`src/rtl/count_sched_pkg.sv`:
```
// Shared types for the count scheduler: controller state encoding and run-mode constants.
package count_sched_pkg;

   typedef enum logic [1:0] {
      IDLE = 2'd0,
      RUN  = 2'd1,
      DONE = 2'd2
   } state_t;

   localparam logic MODE_ONESHOT  = 1'b0;
   localparam logic MODE_PERIODIC = 1'b1;

endpackage

```
`src/rtl/count_sched_core.sv`:
```
// Loadable, clearable, enabled up-counter; clear beats load, load beats enable.
module count_sched_core #(
   parameter int WIDTH = 4
) (
   input  logic             clk,
   input  logic             rst,
   input  logic             clr,
   input  logic             load,
   input  logic [WIDTH-1:0] load_val,
   input  logic             en,
   output logic [WIDTH-1:0] count
);

   always_ff @(posedge clk) begin
      if (rst || clr)
         count <= '0;
      else if (load)
         count <= load_val;
      else if (en)
         count <= count + 1'b1;
   end

endmodule

```
`src/rtl/count_sched_ctrl.sv`:
```
// Count scheduler controller: IDLE/RUN/DONE FSM driving a terminal-count counter.
// Optional tick prescaler is enabled with COUNT_SCHED_PRESCALE_EN.
module count_sched_ctrl
   import count_sched_pkg::*;
#(
   parameter int WIDTH    = 4
`ifdef COUNT_SCHED_PRESCALE_EN
  ,parameter int PRESCALE = 4
`endif
) (
   input  logic             clk,
   input  logic             rst,
   input  logic             cfg_valid,
   output logic             cfg_ready,
   input  logic [WIDTH-1:0] cfg_period,
   input  logic             cfg_periodic,
   input  logic             start,
   input  logic             stop,
   output logic             busy,
   output logic [WIDTH-1:0] count,
   output logic             tc,
   output logic             done
);

   state_t           state_q, state_d;
   logic [WIDTH-1:0] period_q;
   logic             mode_q;
   logic             tc_d, done_d;
   logic             cnt_clr, cnt_load, cnt_en;
   logic             tick;
   logic             cfg_fire;

   assign cfg_ready = (state_q != RUN);
   assign busy      = (state_q == RUN);
   assign cfg_fire  = cfg_valid && cfg_ready;

`ifdef COUNT_SCHED_PRESCALE_EN
   localparam int PW = (PRESCALE > 1) ? $clog2(PRESCALE) : 1;
   logic [PW-1:0] pre_q;
   logic          pre_clr;

   // Prescaler restarts whenever the count itself restarts (start, stop, reload).
   assign pre_clr = cnt_clr || cnt_load;
   assign tick    = (state_q == RUN) && (pre_q == PW'(PRESCALE - 1));

   always_ff @(posedge clk) begin
      if (rst || pre_clr)
         pre_q <= '0;
      else if (state_q == RUN)
         pre_q <= (pre_q == PW'(PRESCALE - 1)) ? '0 : pre_q + 1'b1;
   end
`else
   assign tick = (state_q == RUN);
`endif

   always_ff @(posedge clk) begin
      if (rst) begin
         state_q  <= IDLE;
         period_q <= '0;
         mode_q   <= MODE_ONESHOT;
         tc       <= 1'b0;
         done     <= 1'b0;
      end else begin
         state_q <= state_d;
         tc      <= tc_d;
         done    <= done_d;
         if (cfg_fire) begin
            period_q <= cfg_period;
            mode_q   <= cfg_periodic;
         end
      end
   end

   always_comb begin
      state_d  = state_q;
      tc_d     = 1'b0;
      done_d   = done;
      cnt_clr  = 1'b0;
      cnt_load = 1'b0;
      cnt_en   = 1'b0;
      case (state_q)
         IDLE, DONE: begin
            // A simultaneous start/stop cancels out and leaves the state alone.
            if (start && !stop) begin
               state_d = RUN;
               cnt_clr = 1'b1;
               done_d  = 1'b0;
            end
         end
         RUN: begin
            if (stop) begin
               state_d = IDLE;
               cnt_clr = 1'b1;
            end else if (tick) begin
               if (count == period_q) begin
                  tc_d = 1'b1;
                  if (mode_q == MODE_PERIODIC)
                     cnt_load = 1'b1;
                  else begin
                     state_d = DONE;
                     done_d  = 1'b1;
                  end
               end else
                  cnt_en = 1'b1;
            end
         end
         default: state_d = IDLE;
      endcase
   end

   count_sched_core #(.WIDTH(WIDTH)) u_core (
      .clk      (clk),
      .rst      (rst),
      .clr      (cnt_clr),
      .load     (cnt_load),
      .load_val ({WIDTH{1'b0}}),
      .en       (cnt_en),
      .count    (count)
   );

endmodule

```
`config.mk`:
```
export PLATFORM = sky130hd
export DESIGN_NAME = count_sched_ctrl
export DESIGN_NICKNAME = d
export VERILOG_FILES = /design/src/rtl/count_sched_pkg.sv /design/src/rtl/count_sched_core.sv /design/src/rtl/count_sched_ctrl.sv
export SDC_FILE = /design/constraint.sdc
export NUM_CORES = 1
export LEC_CHECK = 0
export CAP_MARGIN = 20
export CORE_AREA = 2 2 40 42
export DETAILED_ROUTE_END_ITERATION = 16
export DIE_AREA = 0 0 42 44
export HOLD_SLACK_MARGIN = 0.02
export PLACE_DENSITY = 0.77
export SYNTH_ARGS = -nofsm -noshare
export SYNTH_HDL_FRONTEND = slang
export SYNTH_SLANG_ARGS = --single-unit
export TNS_END_PERCENT = 100
```
`constraint.sdc`:
```
create_clock -name clk -period 2.7 [get_ports clk]
set_input_delay 0.405 -clock clk [delete_from_list [all_inputs] [get_ports clk]]
set_output_delay 0.405 -clock clk [all_outputs]
set_load 0.05 [all_outputs]
```
==> reports/metrics.csv, run 1 <==
metric,value,unit
CTS tree,yes,
ant diodes,0,
sequential-to-total area share from yosys stat,0.4047,
HP Start,period_q[1],
Initial Util,0.4533,
Root Buffer,clkbuf_4,
worst-margin pin slew,0.5016,ns
CP Max Fanout,10,
Detail Route Antenna Nets,0,
total grt overflow,0,
post-place setup slack,0.6696,ns
drt wl/cell,11.54,µm
clk buf depth,2,
Post-Route WL,1212,µm
via density per instance,5.267,
pwr/cell area,479.3,mW/mm²
Post-Syn Area per Cell,9.187,µm²
Die Ht,44,µm
crit start category,flop,
Worst slew margin,0.6644,
Critical Path AT,1.93,ns
"Top FF cell, synth",dfxtp_1,
Final Skew,0.0009745,ns
die width,42,µm
TritonRoute pass-1 iters,4,
IO Port Bufs,17,
Die ar.,0.001848,mm²
CTS resizes,0,
CP Launch Point,state_q[0],
Yosys cell types,26,
Crit Path Category,reg -> out,
Num CTS Buffers,3,
Layout fillers,134,
critical path cell sequence,"or2b_1, inv_1, clkdlybuf4s50_1",
Final Hold Viols,0,
number of synthesis warnings,0,
Placed Cells,101,
setup_tns,0,ns
Peak Freq,427.8,MHz
ys async rst share,0,
Final period util,0.8658,
min Tclk post-route,2.338,ns
fin cells,105,
Design Power,403.0,µW
peak supply drop,0.3991,mV
number of global-route vias before repair,514,
hold_buf cts,0,
Routability Congestion,0.7322,
post-DP HPWL,913.9,µm
fraction of layout cells with a size suffix above 1,0.1124,
overall routing resource usage,0.1489,
# rows,14,
Ports,18,
max-cap violation count,0,
P_leak,0.0003372,µW
Post-Syn Nets,81,
most frequent cells in the layout,"17 x clkdlybuf4s50_1, 13 x dfxtp_1, 8 x a21oi_1, 8 x nand2_1, 6 x nand3_1",
first-pass GRT wire length,2070,µm
Mapped Area,643.1,µm²
largest net degree at the start of global routing,11,
post-synthesis register bit count,13,
Synth-to-Final Area Change,30.74,%
H-tree Lvls,1,
initial antenna violation count,0,
# clock sinks,13,
Post-CTS Repair Setup Buffers,0,
Worst-path clk slew,0.08,ns
Setup crit end kind,output port,
core area,0.001419,mm²
Crit path required time,2.30,ns
"most common cell after layout, fill and taps aside",clkdlybuf4s50_1,
Final #Nets,101,
final setup violation count,0,
final worst slack,0.3622,ns
RSZ-0062 raised after global routing,false,
slowest CP cell,clkdlybuf4s50_1,
reg2reg start,state_q[0],
Hold WC Path Type,reg -> reg,
routed via count,553,
Post-synth EDFFs,0,
final core utilization,0.5926,
Synth Instances,70,
status,"finished, final reports clean",
Iter 0 DRT Violations,14,
CP peak stage delay,0.80,ns
"CP delay by family, top",buffers and inverters,
worst skew pair latency,0.27,ns
WP buf/inv,2,
pins over their slew limit,0,
detailed-route DRC error count,0,
[metrics by stage]
step | instance area, µm² | hold slack [ns]
finish | 840.8 | 0.4777
global route | 840.8 | 0.5093
CTS | 840.8 | 0.4810
detailed placement | 814.5 | 0.4705
global placement | 814.5 | 0.4617
floorplan | 643.1 | 0.4452
[power breakdown]
group / switching, µW / internal [µW]
logic: 41.9 / 34.3
registers: 7.94 / 200
clock network: 62.2 / 57.1
[layer usage]
layer | GRT usage | part of all wire
met5 | 0 | 0
met3 | 0.02500 | 0.037
met2 | 0.2281 | 0.45
met4 | 0.09032 | 0.013
met1 | 0.1964 | 0.50
[synth_stat cells (2+ instances only)]
library cell / number / area (µm²)
a21oi_1: 8 / 40.04
dfxtp_1: 13 / 260.3
inv_1: 4 / 15.01
nand2_1: 8 / 30.03
nand3_1: 6 / 30.03
nor2_1: 5 / 18.77
o21ai_0: 3 / 15.01
or3_1: 2 / 12.51
xor2_1: 4 / 35.03
[final cells by class]
class                      count  area (µm²)  share of cell area
multi-input combinational     51       349.1              0.4152
inverter                       4       15.01             0.01786
sequential                    13       260.3              0.3095
timing repair buffer          17       170.2              0.2024
tap                           16       20.02             0.02381
clock buffer                   4       26.28             0.03125
[final timing paths]
check | depth (start not counted) | endpoint | slack (ns)
hold / removal | 2 | period_q[1] | 0.48
setup reg to reg | 4 | u_core.count[3] | 1.12
hold reg to reg | 2 | period_q[1] | 0.48
setup / recovery | 3 | busy | 0.36
[cells by family after synthesis]
family	count (synthesis)	synth area share
and+or+nand+nor	26	0.2237
DFF	13	0.4047
muxes	1	0.01556
adders and majority gates	1	0.01945
buffers and inverters	6	0.05251
xor gates and xnor gates	5	0.07977
AOI/OAI and AO/OA	18	0.2043
[worst min-delay path, stage by stage (launching register included)]
cell     delay (ns)
dfxtp_1        0.33
nand2_1        0.06
a21oi_1        0.05
[flip-flops by register name, summed over array words and instances, names as in the netlist]
| signal | cells |
|---|---|
| done | 1 |
| mode_q | 1 |
| period_q | 4 |
| state_q | 2 |
| tc | 1 |
| u_core.count | 4 |
Note: power is estimated with default switching activity, not from simulation.
==> run 2, diff against run 1 <==
Settings changed: CTS_CLUSTER_DIAMETER from default to 150.
==> results of run 2 <==
Final layout, timing and power as in run 1 (identical DEF).
